--- src/rtl/acc_port_arbiter.sv ---
// Accelerator port arbiter: routes dispatcher requests to NrAcc ports and
// merges responses/completions. Optional cross-port ordering: ACC_PORT_ARBITER_IN_ORDER_EN.
package acc_port_arbiter_pkg;
  typedef struct packed {
    logic        req_valid;
    logic        resp_ready;
    logic [31:0] insn;
    logic [31:0] rs1;
    logic [31:0] rs2;
    logic [4:0]  trans_id;
    logic        store_pending;
  } accelerator_req_t;

  typedef struct packed {
    logic        req_ready;
    logic        resp_valid;
    logic [31:0] result;
    logic [4:0]  trans_id;
    logic        exception;
    logic        load_complete;
    logic        store_complete;
    logic        store_pending;
  } accelerator_resp_t;
endpackage

module acc_port_arbiter
  import acc_port_arbiter_pkg::*;
#(
  parameter int unsigned NrAcc    = 2,
  parameter int unsigned MaxOutst = 8,
  parameter int unsigned MaxCompl = 7
) (
  input  logic              clk_i,
  input  logic              rst_ni,
  input  accelerator_req_t  disp_req_i,
  output accelerator_resp_t disp_resp_o,
  output accelerator_req_t  acc_req_o  [NrAcc],
  input  accelerator_resp_t acc_resp_i [NrAcc],
  output logic              busy_o
);

  localparam int unsigned IdxW = (NrAcc > 1) ? $clog2(NrAcc) : 1;
  localparam int unsigned OW   = $clog2(MaxOutst + 1);
  localparam int unsigned CW   = $clog2(MaxCompl + 1);

  typedef logic [IdxW-1:0] idx_t;
  typedef enum logic {EMPTY, FULL} state_e;

  state_e           state_q;
  accelerator_req_t req_q;
  idx_t             tgt_q;
  idx_t             rr_q;
  logic [OW-1:0]    outst_q [NrAcc];
  logic [CW-1:0]    lcnt_q  [NrAcc];
  logic [CW-1:0]    scnt_q  [NrAcc];
`ifdef ACC_PORT_ARBITER_IN_ORDER_EN
  idx_t             last_tgt_q;
`endif

  logic             fwd_en, req_hs, resp_hs, gnt_valid, ld_found, st_found;
  idx_t             grant, cand;
  logic [NrAcc-1:0] out_inc, out_dec, ld_dr, st_dr;

  function automatic idx_t decode_tgt(input logic [6:0] op);
    idx_t t;
    t = '0;
    case (op)
      7'b0001011: t = idx_t'(32'd1 % NrAcc);
      7'b0101011: t = idx_t'(32'd2 % NrAcc);
      7'b1011011: t = idx_t'(32'd3 % NrAcc);
      7'b1111011: t = idx_t'(32'd4 % NrAcc);
      default:    t = '0;
    endcase
    return t;
  endfunction

  // A buffered request is offered only while the target has credit and,
  // in ordered mode, the previously used port has fully drained.
  always_comb begin
    fwd_en = (state_q == FULL) && (outst_q[tgt_q] != OW'(MaxOutst));
`ifdef ACC_PORT_ARBITER_IN_ORDER_EN
    if ((tgt_q != last_tgt_q) && (outst_q[last_tgt_q] != '0)) fwd_en = 1'b0;
`endif
    req_hs = fwd_en && acc_resp_i[tgt_q].req_ready;
  end

  always_comb begin
    gnt_valid = 1'b0;
    grant     = '0;
    cand      = '0;
    for (int unsigned k = 0; k < NrAcc; k++) begin
      cand = idx_t'((32'(rr_q) + k) % NrAcc);
      if (!gnt_valid && acc_resp_i[cand].resp_valid) begin
        grant     = cand;
        gnt_valid = 1'b1;
      end
    end
    resp_hs = gnt_valid && disp_req_i.resp_ready;
  end

  always_comb begin
    ld_dr    = '0;
    st_dr    = '0;
    ld_found = 1'b0;
    st_found = 1'b0;
    out_inc  = '0;
    out_dec  = '0;
    for (int unsigned p = 0; p < NrAcc; p++) begin
      if (!ld_found && lcnt_q[p] != '0) begin
        ld_dr[p] = 1'b1;
        ld_found = 1'b1;
      end
      if (!st_found && scnt_q[p] != '0) begin
        st_dr[p] = 1'b1;
        st_found = 1'b1;
      end
      out_inc[p] = req_hs && (tgt_q == idx_t'(p));
      out_dec[p] = resp_hs && (grant == idx_t'(p));
    end
  end

  always_comb begin
    disp_resp_o                = '0;
    disp_resp_o.req_ready      = (state_q == EMPTY);
    disp_resp_o.resp_valid     = gnt_valid;
    disp_resp_o.result         = acc_resp_i[grant].result;
    disp_resp_o.trans_id       = acc_resp_i[grant].trans_id;
    disp_resp_o.exception      = acc_resp_i[grant].exception;
    disp_resp_o.load_complete  = |ld_dr;
    disp_resp_o.store_complete = |st_dr;
    busy_o                     = (state_q == FULL);
    for (int unsigned p = 0; p < NrAcc; p++) begin
      disp_resp_o.store_pending = disp_resp_o.store_pending | acc_resp_i[p].store_pending
                                  | (scnt_q[p] != '0);
      busy_o = busy_o | (outst_q[p] != '0) | (lcnt_q[p] != '0) | (scnt_q[p] != '0);
      acc_req_o[p]               = req_q;
      acc_req_o[p].req_valid     = fwd_en && (tgt_q == idx_t'(p));
      acc_req_o[p].resp_ready    = out_dec[p];
      acc_req_o[p].store_pending = disp_req_i.store_pending;
    end
  end

  always_ff @(posedge clk_i or negedge rst_ni) begin
    if (!rst_ni) begin
      state_q <= EMPTY;
      req_q   <= '0;
      tgt_q   <= '0;
      rr_q    <= '0;
`ifdef ACC_PORT_ARBITER_IN_ORDER_EN
      last_tgt_q <= '0;
`endif
      for (int unsigned p = 0; p < NrAcc; p++) begin
        outst_q[p] <= '0;
        lcnt_q[p]  <= '0;
        scnt_q[p]  <= '0;
      end
    end else begin
      case (state_q)
        EMPTY: if (disp_req_i.req_valid) begin
          req_q   <= disp_req_i;
          tgt_q   <= decode_tgt(disp_req_i.insn[6:0]);
          state_q <= FULL;
        end
        FULL: if (req_hs) state_q <= EMPTY;
        default: state_q <= EMPTY;
      endcase
`ifdef ACC_PORT_ARBITER_IN_ORDER_EN
      if (req_hs) last_tgt_q <= tgt_q;
`endif
      if (resp_hs) rr_q <= idx_t'((32'(grant) + 32'd1) % NrAcc);
      for (int unsigned p = 0; p < NrAcc; p++) begin
        if (out_inc[p] && !out_dec[p]) outst_q[p] <= outst_q[p] + OW'(1);
        else if (out_dec[p] && !out_inc[p]) outst_q[p] <= outst_q[p] - OW'(1);
        if (acc_resp_i[p].load_complete && !ld_dr[p]) lcnt_q[p] <= lcnt_q[p] + CW'(1);
        else if (!acc_resp_i[p].load_complete && ld_dr[p]) lcnt_q[p] <= lcnt_q[p] - CW'(1);
        if (acc_resp_i[p].store_complete && !st_dr[p]) scnt_q[p] <= scnt_q[p] + CW'(1);
        else if (!acc_resp_i[p].store_complete && st_dr[p]) scnt_q[p] <= scnt_q[p] - CW'(1);
      end
    end
  end

  for (genvar g = 0; g < NrAcc; g++) begin : g_ovf
    a_ld_ovf: assert property (@(posedge clk_i) disable iff (!rst_ni)
      !(acc_resp_i[g].load_complete && lcnt_q[g] == CW'(MaxCompl)));
    a_st_ovf: assert property (@(posedge clk_i) disable iff (!rst_ni)
      !(acc_resp_i[g].store_complete && scnt_q[g] == CW'(MaxCompl)));
  end

endmodule
--- config.mk ---
export PLATFORM = sky130hd
export DESIGN_NAME = acc_port_arbiter
export DESIGN_NICKNAME = d
export VERILOG_FILES = /design/src/rtl/acc_port_arbiter.sv
export SDC_FILE = /design/constraint.sdc
export NUM_CORES = 1
export LEC_CHECK = 0
export CAP_MARGIN = 20
export CORE_AREA = 2 2 173 175
export DETAILED_ROUTE_END_ITERATION = 12
export DIE_AREA = 0 0 175 177
export PLACE_DENSITY = 0.56
export SLEW_MARGIN = 15
export SYNTH_ARGS = -nofsm -noshare
export SYNTH_HDL_FRONTEND = slang
export SYNTH_SLANG_ARGS = --single-unit
--- constraint.sdc ---
create_clock -name clk_i -period 4 [get_ports clk_i]
set_clock_uncertainty 0.05 [all_clocks]
set_input_delay 0.6 -clock clk_i [delete_from_list [all_inputs] [get_ports clk_i]]
set_output_delay 0.6 -clock clk_i [all_outputs]
set_load 0.05 [all_outputs]
# After elaboration in Yosys (flattened, before gate mapping)
# Index checks and enable logic that the tools add are counted.
# op_classes
addsub	14
magnitude_cmp	4
eq_ne	3
n_mux	39
bitwise_logic	16
n_reduce_logical	53
# op_table
cell	count
$mux 42	6
$mux 43	3
$mux 41	3
$mux 4	7
$logic_and 1x1->1	24
$mux 3	8
$logic_not 1->1	13
$add 3x1->3 const B	4
$reduce_bool 2->1	6
$reduce_bool 3->1	4
$sub 3x1->3 const B	4
$mux 1	11
$or 1x1->1	9
$add 4x1->4 const B	2
$ge 2x2->1 const B	4
$not 1->2	4
$reduce_bool 4->1	2
$sub 4x1->4 const B	2
$eq 7x4->1 const B	1
$eq 7x7->1 const B	1
$reduce_or 2->1	3
$ne 4x4->1 const B	1
$not 1->1	3
$add 1x1->1 const B	2
2 further kinds	2
# totals
regBits	124
output_inout_bits	252

# Depth between registers and ports, before layout
# Gate-level depths: netlist (run 1).
# logic_depth
word_depth	13
depth_mapped	10
mapped_depth_nobuf	9

# Least setup slack after synthesis (run 1)
# OpenSTA, ideal clock, no wires.
# synth_path
path_kind	input to register
start	input acc_resp_i[84] in the netlist's numbering
end	register outst_q[3] in the netlist's numbering
setup_ns	0.131
arrival_time_ns	2.464
t_required_ns	3.819
path_slack_ns	1.355
stages	10
cell_sequence	inv_1 o21ai_2 buf_4 or2_2 ha_1 inv_1 ha_1 or4_1 o211ai_1 o211ai_1
# synth_between
elab_chain_len	12
word_cells_on_any_way	19
# synth_lines
item	line_no	rtl
from (decl)	38	input accelerator_resp_t acc_resp_i [NrAcc],
$mux 42 (not written as such) (3 in a row)	93	if (!gnt_valid && acc_resp_i[cand].resp_valid) begin
$mux 1	93	
$logic_not 1->1	93	
$logic_and 1x1->1	93	
$mux 1	93	
$logic_and 1x1->1	98	resp_hs = gnt_valid && disp_req_i.resp_ready;
$logic_and 1x1->1 (*)	118	out_dec[p] = resp_hs && (grant == idx_t'(p));
$logic_not 1->1	172	if (out_inc[p] && !out_dec[p]) outst_q[p] <= outst_q[p] + OW'(1);
$logic_and 1x1->1	172	
$mux 4 / $reduce_bool 2->1 (equally long branches)	--	
to (signal, indexed assignment)	172	
to (signal, indexed assignment)	173	else if (out_dec[p] && !out_inc[p]) outst_q[p] <= outst_q[p] - OW'(1);
to (decl)	53	logic [OW-1:0] outst_q [NrAcc];
# Mark *: on every way between the ends. The rest lies on a longest branch, timed or not. The select of a mux whose other input is x is not followed.
# A chain may end at the register's enable or synchronous reset.

==> results.md, run 1 <==
* HP Class: in2async
* Post-CTS setup buffers at 0
* Arrival @ worst endpoint at around 2800 ps
* Async S/R FF share, synth at 1.00
* WP data required at ~3400 ps
* Core area at 29200 sq um
* R2R Path Start: outst_q[4]
* Largest delay share family, worst path: buffers and inverters
* Crit path cell chain: clkdlybuf4s50_1, inv_1, o21ai_4, buf_12, mux2_2, clkdlybuf4s50_1
* Setup CP Type: in2out
* HPWL Detailed at 16700 um
* Clock Tree Buf Depth at 2
* Drt wl/cell at 16.9 um
* TritonCTS Buffers at 17
* R2R Setup Slk at 1250 ps
* DR iter-0 viols at 150
* First-pass GRT wire length at just over 30000 um
* Crit path from: acc_resp_i[84]
* Die Area at around 31000 sq um
* # port buffers at 440
* Syn-to-layout area delta at 69.2%
* Layout net count at 1052
* Slew headroom at 0.530
* Max-slew violations at 0
* Synth warnings at 0
* Vias per cell at 4.05
* CTS tree: built
* CP Buf/Inv Count at 4
* Cts hold-fix bufs at 0
* Post-Syn Area at 6750 sq um
* Critical Path End Type: primary output
* Total global-route track usage at 0.132
* Share of cells above drive strength 1 at 0.219
* Initial antenna violation count at 0
* CP dominant cell by count: clkdlybuf4s50_1
* Worst reg2reg path depth at 9
* Antenna Cells at 0
* Reg2reg end: outst_q[7]
* Clock transition at path regs at 70 ps
* Most frequent cells in the layout: clkdlybuf4s50_1 (439), dfrtp_1 (124), mux2_2 (75)
* Overflow after GRT at 0
* Clock Latency Late Sink at 410 ps
* Initial core utilization at 0.231
* Sequential share of the synthesized area at 0.460
* Worst Path Max Fanout at 31
* Mapped Cells at 504
* # setup viols final at 0
* Critical Path Start Type: input port
* H-Tree Depth at 4
* Max incr delay on CP at approximately 700 ps
* Outcome: completed
* DRC at 0
* Yosys reg bits at 124
* Tmin final at ~3500 ps
* Largest net degree at the start of global routing at 71
* Die Wd at roughly 180 um
* Fin. Hold Viols at 0
* Resized cells post-CTS at 0
* TritonRoute pass-1 iters at 4
* Commonest non-fill, non-tap cell in the layout: clkdlybuf4s50_1
* CTS sink cnt at 124
* Synth top area share at 0.460
* Routed WL at 21100 um
* Final period utilization at 0.873
* Vias in the first global route at 5256
* Stages on the worst setup path at 6
* Distinct cells, synth at 39
* Synth area leaders: dfrtp_1 (46%), mux2_4 (15%), mux2_2 (13%)
* Placer Congestion at 0.745
* Root buffer cell: clkbuf_16
* Die Ht at 177 um
* Vias at 5057
* Mapped Nets at 710
* Rows at 63
* Avg Inst Size Synth at 13.4 sq um
* DRT antenna net count at 0
* Setup tns final at 0 ps
* Yosys top cell by area: dfrtp_1
* Worst slew pin tran at between 700 and 800 ps
* Top-Level Pins at 444
* Slowest CP cell: clkdlybuf4s50_1
* Number of synthesized flops with an enable pin at 0
* Fmax at around 0.29 GHz
* Maximum capacitance violations at 0
* Unrepaired setup endpoints after global routing: no
* Main synth FF type: dfrtp_1
-- logic make-up after synthesis --
group | Yosys count | share of synthesized area
mux | 145 | 0.279
buf+inv | 129 | 0.141
flops | 124 | 0.460
simple gates | 50 | 0.0419
compound gates | 23 | 0.0228
xor+xnor | 19 | 0.0247
fa+ha+maj | 14 | 0.0304
-- worst max-delay path by stage --
stage                                 end  slack [ps]
after floorplan                outst_q[3]        1350
after global placement    disp_resp_o[28]         530
after detailed placement   disp_resp_o[9]         490
after CTS                  disp_resp_o[9]         490
after global routing       disp_resp_o[6]         420
final                      disp_resp_o[9]         510
-- metal layers --
layer  track usage  up-vias  share of wire  wire length (um)
met4        0.0441        0          0.019               408
met5             0        -              0                 0
met2         0.249      280           0.54             11500
met1         0.140     2426           0.36              7570
li1              -     2331              -                 -
met3        0.0402       20          0.076              1610
-- cell type report --
cell class	count	area, sq um
Sequential cell	124	3100
Fill cell	2800	17800
Multi-Input combinational cell	251	2710
Inverter	8	30.0
Timing Repair Buffer	444	4490
Clock inverter	13	155
Tap cell	390	488
Clock buffer	19	453
-- sequential cells by signal (all words and copies together), names as in the netlist --
register / cells
rr_q: 1
outst_q: 8
lcnt_q: 6
tgt_q: 1
scnt_q: 6
state_q: 1
acc_req_o: 101
-- Yosys cell counts, types with 7 or more instances --
cell and number:
nor3_1 8, nor2_1 7, buf_4 108, buf_6 8, xor2_1 10, mux2_2 75
ha_1 10, a21oi_1 7, mux2_4 68, xnor2_1 9, nand2_1 7, dfrtp_1 124
inv_1 7
-- per-stage QoR --
step	instance area [sq um]	hold slack, ps	utilization	cells	worst slack (ps)
6_report	11400	158	0.391	1249	506
5_1_grt	11400	189	0.391	1249	417
4_1_cts	11400	184	0.391	1249	491
3_5_place_dp	10800	410	0.370	1217	493
3_3_place_gp	10800	408	0.370	1217	526
2_1_floorplan	6750	254	-	504	1350
Power of run 1 is not shown: default switching activity piles up to over one toggle a cycle in this logic, so the estimate is an artifact.
==> run 2: changes to the inputs <==
--- a/config.mk
+++ b/config.mk
@@ -6,10 +6,10 @@
 export NUM_CORES = 1
 export LEC_CHECK = 0
 export CAP_MARGIN = 20
-export CORE_AREA = 2 2 173 175
+export CORE_AREA = 2 2 175 177
 export DETAILED_ROUTE_END_ITERATION = 12
-export DIE_AREA = 0 0 175 177
-export PLACE_DENSITY = 0.56
+export DIE_AREA = 0 0 177 179
+export PLACE_DENSITY = 0.55
 export SLEW_MARGIN = 15
 export SYNTH_ARGS = -nofsm -noshare
 export SYNTH_HDL_FRONTEND = slang
==> constraint.sdc (replaced) <==
create_clock -name clk_i -period 3.35 [get_ports clk_i]
set_clock_uncertainty 0.05 [all_clocks]
set_input_delay 0.5025 -clock clk_i [delete_from_list [all_inputs] [get_ports clk_i]]
set_output_delay 0.5025 -clock clk_i [all_outputs]
set_load 0.05 [all_outputs]
==> run 2 against run 1 <==
Sequential cell count did not move. Sequential share of layout area is 0.18 points higher. Worst hold slack worse by 150 ps. Non-clock buffer count up 6. Via count up 0.40%. Cell area down 0.66%. Highest routed layer unchanged. Register-to-register slack got worse by 660 ps. Final cell count increased by 0.96%. Die area is 2.3% higher.
==> results.md, run 2 (synthesis gave the netlist of run 1 again) <==
* Outcome: completed
* Tmin final at between 3000 and 4000 ps
* Commonest non-fill, non-tap cell in the layout: clkdlybuf4s50_1
* Most frequent cells in the layout: clkdlybuf4s50_1 (405), dfrtp_1 (124), mux2_2 (75)
* Maximum capacitance violations at 0 (unchanged)
* H-Tree Depth at 4 (unchanged)
* Clock transition at path regs at 60 ps (about the same)
* Vias at 5077 (+0.40%)
* Max-slew violations at 0 (unchanged)
* Worst slew pin tran at 651 ps (-54.4 ps)
* WP data required at 2800 ps (-550 ps)
* Arrival @ worst endpoint at 2510 ps (-330 ps)
* Vias per cell at 4.03 (-0.56%)
* Largest net degree at the start of global routing at 65 (-8.5%)
* Routed WL at 20900 um (-0.87%)
* CTS sink cnt at 124 (unchanged)
* Resized cells post-CTS at 0 (unchanged)
* Setup CP Type: in2out
* Die Ht at 179 um (+1.1%)
* Initial core utilization at 0.225 (-0.00603)
* Worst Path Max Fanout at 13 (-58%)
* HPWL Detailed at 16700 um (-0.36%)
* Overflow after GRT at 0 (unchanged)
* Unrepaired setup endpoints after global routing: no
* Critical Path End Type: primary output
* DRT antenna net count at 0 (unchanged)
* Slew headroom at 0.560 (+0.0303)
* Core area at 30000 sq um (+2.7%)
* Final hold slack at 8.46 ps (-149 ps)
* # setup viols final at 0 (unchanged)
* Final period utilization at 0.914
* Die Wd at 177 um (+1.1%)
* TritonCTS Buffers at 17 (unchanged)
* Initial antenna violation count at 0 (unchanged)
* TritonRoute pass-1 iters at 4 (unchanged)
* Root buffer cell: clkbuf_16
* Post-CTS setup buffers at 0 (unchanged)
* Fin area at 11300 sq um (-0.66%)
* Total global-route track usage at 0.127 (-0.00557)
* Clock Tree Buf Depth at 2 (unchanged)
* # port buffers at 440 (unchanged)
* Antenna Cells at 0 (unchanged)
* Top-Level Pins at 444 (unchanged)
* Syn-to-layout area delta at 68.1%
* Cts hold-fix bufs at 0 (unchanged)
* Setup tns final at 0 ps (unchanged)
* HP Class: in2async
* Share of cells above drive strength 1 at 0.262 (+0.0436)
* Vias in the first global route at 5254 (-0.038%)
* Critical Path Start Type: input port
* Final core utilization at 0.378 (-0.0127)
* Die Area at 31700 sq um (+2.3%)
* Rows at 64 (+1.6%)
* DRC at 0 (unchanged)
* Drt wl/cell at 16.6 um (-1.8%)
* First-pass GRT wire length at 30300 um (-2.2%)
* Fmax at 0.327 GHz
* CTS tree: built
* Fin. Hold Viols at 0 (unchanged)
* Clock Latency Late Sink at 410 ps (about the same)
* Layout net count at 1058 (+0.57%)
* Area after DPL at 10800 sq um (-0.30%)
* Fill cells at 2979 (+6.4%)
* Placer Congestion at 0.695 (-6.7%)
* Max FFs per register at 101 (unchanged)
* DR iter-0 viols at 159 (+6.0%)
-- run 2: worst paths after layout --
| kind | start | end | cells past startpoint | slack (ps) |
|---|---|---|---|---|
| min in group clk_i | scnt_q[2] | scnt_q[2] | 1 | 420 |
| max in group asynchronous | rst_ni | acc_req_o[18] | 2 | 2480 |
| hold reg to reg | scnt_q[2] | scnt_q[2] | 1 | 420 |
| hold / removal | rst_ni | acc_req_o[61] | 1 | 8 |
| setup / recovery | acc_resp_i[84] | disp_resp_o[36] | 6 | 290 |
| setup reg to reg | outst_q[4] | outst_q[7] | 9 | 590 |
-- run 2: critical path, stage by stage --
cell	delay (ps)
clkdlybuf4s50_1	490
inv_1	80
o21ai_4	150
buf_4	230
mux2_2	350
clkdlybuf4s50_1	700
-- run 2: layer usage --
metal  GRT usage  routed length (um)  vias to the layer above
met5           0                   0                        -
met4      0.0389                 268                        0
met3      0.0337                1660                       12
met2       0.234               11000                      276
met1       0.142                7970                     2449
li1            -                   -                     2340
-- run 2: through the flow --
step / std cells / worst slack [ps]
floorplan: 504 / 802
global placement: 1229 / 291
detailed placement: 1229 / 273
CTS: 1261 / 274
global route: 1261 / 174
finish: 1261 / 288
-- run 2: layout make-up --
class	instances	area [sq um]	area share
inverters	8	30.0	0.00265
repair buffers	450	4450	0.392
clock inverters	14	136	0.0120
clock buffers	18	429	0.0378
well taps	396	495	0.0437
multi-input cells	251	2710	0.239
flip-flops and latches	124	3100	0.273
Power of run 2 is left out for the same reason.
